[src/rtl/bcd_counter_pkg.sv]
// Shared types and constants for the BCD counter family.
package bcd_counter_pkg;

  localparam int unsigned DIGIT_W = 4;
  localparam logic [DIGIT_W-1:0] DIGIT_MAX = 4'd9;

  typedef enum logic [1:0] {
    IDLE,
    RUN,
    DONE
  } cnt_state_t;

  function automatic logic [DIGIT_W-1:0] clamp_digit(input logic [DIGIT_W-1:0] d);
    return (d > DIGIT_MAX) ? DIGIT_MAX : d;
  endfunction

endpackage

[src/rtl/bcd_digit_down.sv]
// One BCD decade of the down counter: loads a clamped digit or decrements on borrow-in.
module bcd_digit_down
  import bcd_counter_pkg::*;
(
  input  logic               clk,
  input  logic               reset_n,
  input  logic               dec,
  input  logic               ld,
  input  logic [DIGIT_W-1:0] ld_val,
  output logic [DIGIT_W-1:0] digit,
  output logic               borrow_out
);

  always_ff @(posedge clk) begin
    if (!reset_n) begin
      digit <= '0;
    end else if (ld) begin
      digit <= clamp_digit(ld_val);
    end else if (dec) begin
      digit <= (digit == '0) ? DIGIT_MAX : digit - 4'd1;
    end
  end

  assign borrow_out = dec && (digit == '0);

endmodule

[src/rtl/bcd_down_counter.sv]
// Cascaded BCD countdown timer with load, done pulse and optional periodic reload.
// Define BCD_DOWN_RELOAD_EN for periodic mode; default build is one-shot.
module bcd_down_counter
  import bcd_counter_pkg::*;
#(
  parameter int unsigned DIGITS = 2
) (
  input  logic                      clk,
  input  logic                      reset_n,
  input  logic                      load,
  input  logic [DIGIT_W*DIGITS-1:0] load_value,
  input  logic                      en,
  output logic [DIGIT_W*DIGITS-1:0] q,
  output logic                      zero,
  output logic                      running,
  output logic                      done
);

  localparam int unsigned W = DIGIT_W * DIGITS;

  cnt_state_t     state;
  logic [W-1:0]   reload_q;
  logic [W-1:0]   load_clamped;
  logic [W-1:0]   ld_val;
  logic           ld;
  logic           tick;
  logic           q_is_one;
  logic [DIGITS:0] borrow;

  always_comb begin
    load_clamped = '0;
    for (int unsigned i = 0; i < DIGITS; i++) begin
      load_clamped[i*DIGIT_W +: DIGIT_W] = clamp_digit(load_value[i*DIGIT_W +: DIGIT_W]);
    end
  end

  assign zero     = (q == '0);
  assign q_is_one = (q == W'(1));
  assign running  = (state == RUN);
  assign tick     = running && en && !load;

  // A tick at zero borrows out of every digit; that final borrow is the reload
  // trigger. RUN with q==0 is only reachable in periodic mode.
  assign borrow[0] = tick;
  assign ld        = load || borrow[DIGITS];
  assign ld_val    = load ? load_value : reload_q;

  for (genvar i = 0; i < DIGITS; i++) begin : g_digit
    bcd_digit_down u_digit (
      .clk       (clk),
      .reset_n   (reset_n),
      .dec       (borrow[i]),
      .ld        (ld),
      .ld_val    (ld_val[i*DIGIT_W +: DIGIT_W]),
      .digit     (q[i*DIGIT_W +: DIGIT_W]),
      .borrow_out(borrow[i+1])
    );
  end

  always_ff @(posedge clk) begin
    if (!reset_n) begin
      state    <= IDLE;
      done     <= 1'b0;
      reload_q <= '0;
    end else begin
      done <= 1'b0;
      if (load) begin
        if (load_value != '0) begin
          state    <= RUN;
          reload_q <= load_clamped;
        end else begin
          state <= DONE;
        end
      end else if (tick && q_is_one) begin
        done <= 1'b1;
`ifdef BCD_DOWN_RELOAD_EN
        state <= RUN;
`else
        state <= DONE;
`endif
      end
    end
  end

endmodule

[config.mk]
export PLATFORM = sky130hd
export DESIGN_NAME = bcd_down_counter
export DESIGN_NICKNAME = d
export VERILOG_FILES = /design/src/rtl/bcd_counter_pkg.sv /design/src/rtl/bcd_digit_down.sv /design/src/rtl/bcd_down_counter.sv
export SDC_FILE = /design/constraint.sdc
export NUM_CORES = 1
export LEC_CHECK = 0
export ABC_AREA = 1
export BUFFER_PORTS_ARGS = -buffer_cell sky130_fd_sc_hd__buf_4
export CAP_MARGIN = 10
export CORE_MARGIN = 4
export CORE_UTILIZATION = 54
export CTS_CLUSTER_DIAMETER = 40
export DETAILED_ROUTE_END_ITERATION = 6
export PLACE_DENSITY = 0.78
export SKIP_LAST_GASP = 1
export SLEW_MARGIN = 10
export SYNTH_ARGS = -nofsm -noshare
export SYNTH_HDL_FRONTEND = slang
export SYNTH_HIERARCHICAL = 1
export SYNTH_SLANG_ARGS = --single-unit
[constraint.sdc]
create_clock -name clk -period 2.05 [get_ports clk]
set_input_delay 0.1025 -clock clk [delete_from_list [all_inputs] [get_ports clk]]
set_output_delay 0.1025 -clock clk [all_outputs]
set_load 0.01 [all_outputs]
[Yosys cells after proc, flatten, opt, wreduce, memory -nomap -nowiden]
Cells that the tools add are included.
Storage, ports and cells
  output and inout port bits: 11
  register bits: 19
  input port bits: 12
  word-level logic and storage cells: 45
Operators by class
  bitwise gates (word level): 1
  equality and inequality tests: 2
  add/subtract/negate cells: 2
  reduce and logical (&&, ||, !) cells: 16
  $lt $le $gt $ge: 4
  muxes and demuxes: 15
Operators with widths (number)
  2-to-1 mux 4 bit: 10
  greater-than comparator 4 bit (second input constant): 4
  equality test 8 x 1 -> 1 bit (second input constant): 1
  logical NOT 4 bit: 2
  logical NOT 8 bit: 1
  2-to-1 mux 8 bit: 1
  nonzero test 8 bit: 1
  subtractor 4 x 1 -> 4 bit (second input constant): 2
  2-to-1 mux 2 bit: 3
  nonzero test 2 bit: 3
  logical AND 1 bit: 5
  equality test 2 x 1 -> 1 bit (second input constant): 1
  AND reduction 2 bit: 1
  OR reduction 2 bit: 1
  logical NOT 1 bit: 1
  logical OR 1 bit: 1
  2-to-1 mux 1 bit: 1
  NOT 1 bit: 1

[Depth between registers and ports, before layout]
  depth after elaboration: 7
  gate-level depth with buffers: 15
  mapped depth without buffers: 14

[Hierarchy]
Netlist, hierarchy kept.
By module, submodules not included
  bcd_down_counter: times used 1, cells an instance 111, area an instance 666.9 µm², seq. area each 220.2 µm²
  bcd_digit_down: times used 2, cells an instance 49, area an instance 271.5 µm², seq. area each 80.1 µm²

[Worst setup path after synthesis]
OpenSTA, ideal clock, no wires.
  path type: reg-to-reg
  from: reg g_digit[0].u_digit.digit[0]
  to: reg g_digit[0].u_digit.digit[2]
  setup time: 119 ps
  cell stages (with the launch flop): 11
  path slack: 412 ps
  period minus slack after synthesis: 1638 ps
  data required time: 1931 ps
  path buffers: 0
  data arrival time: 1518 ps
  cells stage by stage: dfxtp_1 > nor2_2 > nand2_1 > nor2_1 > inv_1 > nor2_1 > or2_2 > nor2_2 > inv_2 > o21ai_0 > a21oi_1
On the way
  longest elaborated chain between the ends: 5
  elaborated cells between the ends (all ways): 9
  classes of those cells: add/sub (1); mux (3); reduce/logical (5)
RTL lines
  start, declared: line bcd_digit_down.sv:10  | output logic [DIGIT_W-1:0] digit,
  start signal, assigned: line bcd_digit_down.sv:18  | digit <= clamp_digit(ld_val);
  start signal, assigned: line bcd_digit_down.sv:20  | digit <= (digit == '0) ? DIGIT_MAX : digit - 4'd1;
  logical NOT 4 bit (*): line bcd_digit_down.sv:24  | assign borrow_out = dec && (digit == '0);
  logical AND 1 bit (*): line bcd_digit_down.sv:24
  named net borrow[1]: line bcd_down_counter.sv:28  | logic [DIGITS:0] borrow;
  logical AND 1 bit (*): line bcd_digit_down.sv:24
  named net borrow[2]: line bcd_down_counter.sv:28
  logical OR 1 bit (*): line bcd_down_counter.sv:45  | assign ld = load || borrow[DIGITS];
  named net ld: line bcd_down_counter.sv:25  | logic ld;
  2-to-1 mux 4 bit / nonzero test 2 bit (equally long branches)
The timed path passes the listed nets; every way through them passes the cells marked *. The select of a mux whose other input is x is not followed.
A chain may end at the register's enable or synchronous reset.

[Final worst setup path]
  from: reg g_digit[0].u_digit.digit[0]
  to: reg g_digit[1].u_digit.digit[3]
On the way
  longest elaborated chain between the ends: 5
  elaborated cells between the ends (all ways): 6
  classes of those cells: mux (1); reduce/logical (5)
RTL lines (line)
  logical NOT 4 bit (*): bcd_digit_down.sv:24
  logical AND 1 bit (*): bcd_digit_down.sv:24
  named net borrow[1]: bcd_down_counter.sv:28
  logical AND 1 bit (*): bcd_digit_down.sv:24
  named net borrow[2]: bcd_down_counter.sv:28
  logical OR 1 bit (*): bcd_down_counter.sv:45
  named net ld: bcd_down_counter.sv:25
  2-to-1 mux 4 bit / nonzero test 2 bit (equally long branches)
  end signal, assigned: bcd_digit_down.sv:18
  end signal, assigned: bcd_digit_down.sv:20
  end, declared: bcd_digit_down.sv:10
The timed path passes the listed nets; every way through them passes the cells marked *.

==> out/metrics.cfg <==
[clocking]
cts_resized = 0
cts_setup_buffers = 0
cts_max_level = 1
clkTransAtPathRegs_ps = 100
tritoncts = yes
cts.path.max_buffers = 2
clk_latency_ps = 290
clock_sinks = 19
cts_hold_buf = 0
cts_buffers = 3
cts-root-buf = clkbuf_4

[setup_path]
crit_path_max_fanout = 8
crit_type = flop to flop
startpoint = g_digit[0].u_digit/digit[0]$_SDFFE_PN0P_
r2r_cells = 11
regToRegEndpoint = g_digit[1].u_digit/digit[3]$_SDFFE_PN0P_
arrival_ps = 2000
cp.required_ps = 2280
r2r_slack_ps = 280
r2r-start = g_digit[0].u_digit/digit[0]$_SDFFE_PN0P_
end_kind = flop
startpoint_type = flop

[cells_and_area]
layout_commonest_cell = nand2_1
final_cell_mix = 74 x nand2_1, 34 x inv_1, 25 x nor2_1
areaGrowthSynthToFinish_pct = 17.0
n_antenna_cell = 0
nets = 245
drive_gt1_share_pct = 19.0

[global_route]
gr-usage-all-layers_pct = 18.7
grt_first_pass_wirelength_um = 4860
grt_pass1_vias = 1220
antenna_found_initial = 0
grt_start_max_net_pins = 16
overflow = 0

[timing]
setup_violations = 0
slew_headroom_pct = 80.3
drv_slew = 0
fin_ws_ps = 279
finClkSkew_ps = 1.34
rsz0062_at_grt = false
post-route-period-util_pct = 86.4
max_slew.worst_pin.slew_ps = 294
setup_tns_ps = 0
fin_crit_ps = 1770
clock.fmax_mhz = 565
hold_violations = 0

[worst_hold_path]
hold_start = load_value[6]
holdPathEnd = reload_q[6]$_SDFFE_PN0P_
hold_path.class = input port to flop
min_path_cells = 3

[die]
start_util_pct = 59.3
dieArea_um2 = 3060
dieHeight_um = 55.3
rows = 16
coreArea_um2 = 2040
num_io_pins = 23
die_w_um = 55.3

[synth]
ys_ff_latch = 19
syn_area_um2 = 1210
ys_types = 20
yosysWarnings = 6
synth_nets = 221
synth_top_area_share_pct = 31.4
yosysTopAreaCell = dfxtp_1
ys_seq_area_share_pct = 31.4
avgSynthCellArea_um2 = 5.79
ys_top_cells_by_area = dfxtp_1 31%, nand2_1 23%, inv_1 11%
syn-instance-count = 209

[power_and_ir_drop]
p_leak_nw = 0.759
ir_drop_mv = 0.427
p_per_area_nw_per_um2 = 598
total_power_w = 0.000846

[route]
wire_per_inst_um = 10.1
drtIter0Drc = 44
via_per_inst = 4.81
drc = 0
wirelength_um = 2600
firstDrtPassIters = 4
num_vias = 1247
ant_nets = 0

[run]
drv_cap = 0

[outcome]
outcome = completed

[place]
place.port_buffers = 22
globalplace.congestion = 0.852
dp_slack_ps = 306
dp_hpwl_um = 2080

flip-flops by register name, summed over array words and instances, names as in the netlist:
name and flops:
done 1, reload_q 8, state 2, g_digit.u_digit/digit 8
critical path, cell delays in order, from the launching register on:
cell     delay (ps)
dfxtp_1         490
nor2_2           80
nand2_1         100
nor2_1           70
inv_1            70
nor2_1           40
or2_2           340
nor2_2          210
inv_2            70
nand2_1          60
nand2_1          60
a21oi_2         130
report_power, final:
group	switching [W]	internal, W	total [W]
sequential	0.0000277	0.000395	0.000422
clock	0.000112	0.0000757	0.000188
combinational	0.000137	0.0000986	0.000236
total	0.000277	0.000569	0.000846
through the flow:
step / hold slack, ps / instance area, um^2 / instances / utilization, %
3_3_place_gp: 352 / 1390 / 255 / 68.0
5_1_grt: 65.3 / 1420 / 259 / 69.3
2_1_floorplan: 241 / 1210 / 209 / -
3_5_place_dp: 366 / 1390 / 255 / 68.0
4_1_cts: 56.5 / 1420 / 259 / 69.3
6_report: 57.5 / 1420 / 259 / 69.3
layer usage:
layer  share of wire, %  GRT usage [%]
met2                 48           32.8
met1                 45           21.8
met5                  0              0
met3                5.4           3.96
met4                1.0           7.99
layout make-up:
type,instances,area (um^2)
fill,201,627
sequential,19,380
timing repair buffer,22,165
multi-input combinational,148,658
tap,27,33.8
inverter,39,151
clock buffer,4,26.3
kinds of logic after synthesis:
logic type,Yosys count,synth area share [%]
AND/OR/NAND/NOR,123,43.4
buffers and inverters,42,14.2
AO/OA/AOI/OAI,25,11.0
flip-flops,19,31.4
Yosys cell counts:
library cell  instances
nand2_2               1
a21oi_1              11
or2_2                 1
inv_1                34
nor2_4                3
buf_6                 1
nand2_1              74
nor3_1                1
inv_6                 1
nor2_2                7
nand4_1               2
buf_2                 1
nand3_1               8
a21oi_2               2
clkbuf_1              1
o21ai_0              12
and2_1                1
dfxtp_1              19
inv_2                 4
nor2_1               25
how the worst max path moves through the flow:
stage,to,slack [ps],depth (start not counted)
3_5_place_dp,g_digit[0].u_digit/digit[2]$_SDFFE_PN0P_,310,10
4_1_cts,g_digit[1].u_digit/digit[1]$_SDFFE_PN0P_,280,10
6_report,g_digit[1].u_digit/digit[3]$_SDFFE_PN0P_,280,11
3_3_place_gp,g_digit[1].u_digit/digit[2]$_SDFFE_PN0P_,370,10
5_1_grt,g_digit[0].u_digit/digit[1]$_SDFFE_PN0P_,40,14
2_1_floorplan,g_digit[0].u_digit/digit[2]$_SDFFE_PN0P_,410,10
Power figures use the tool's default switching activity.
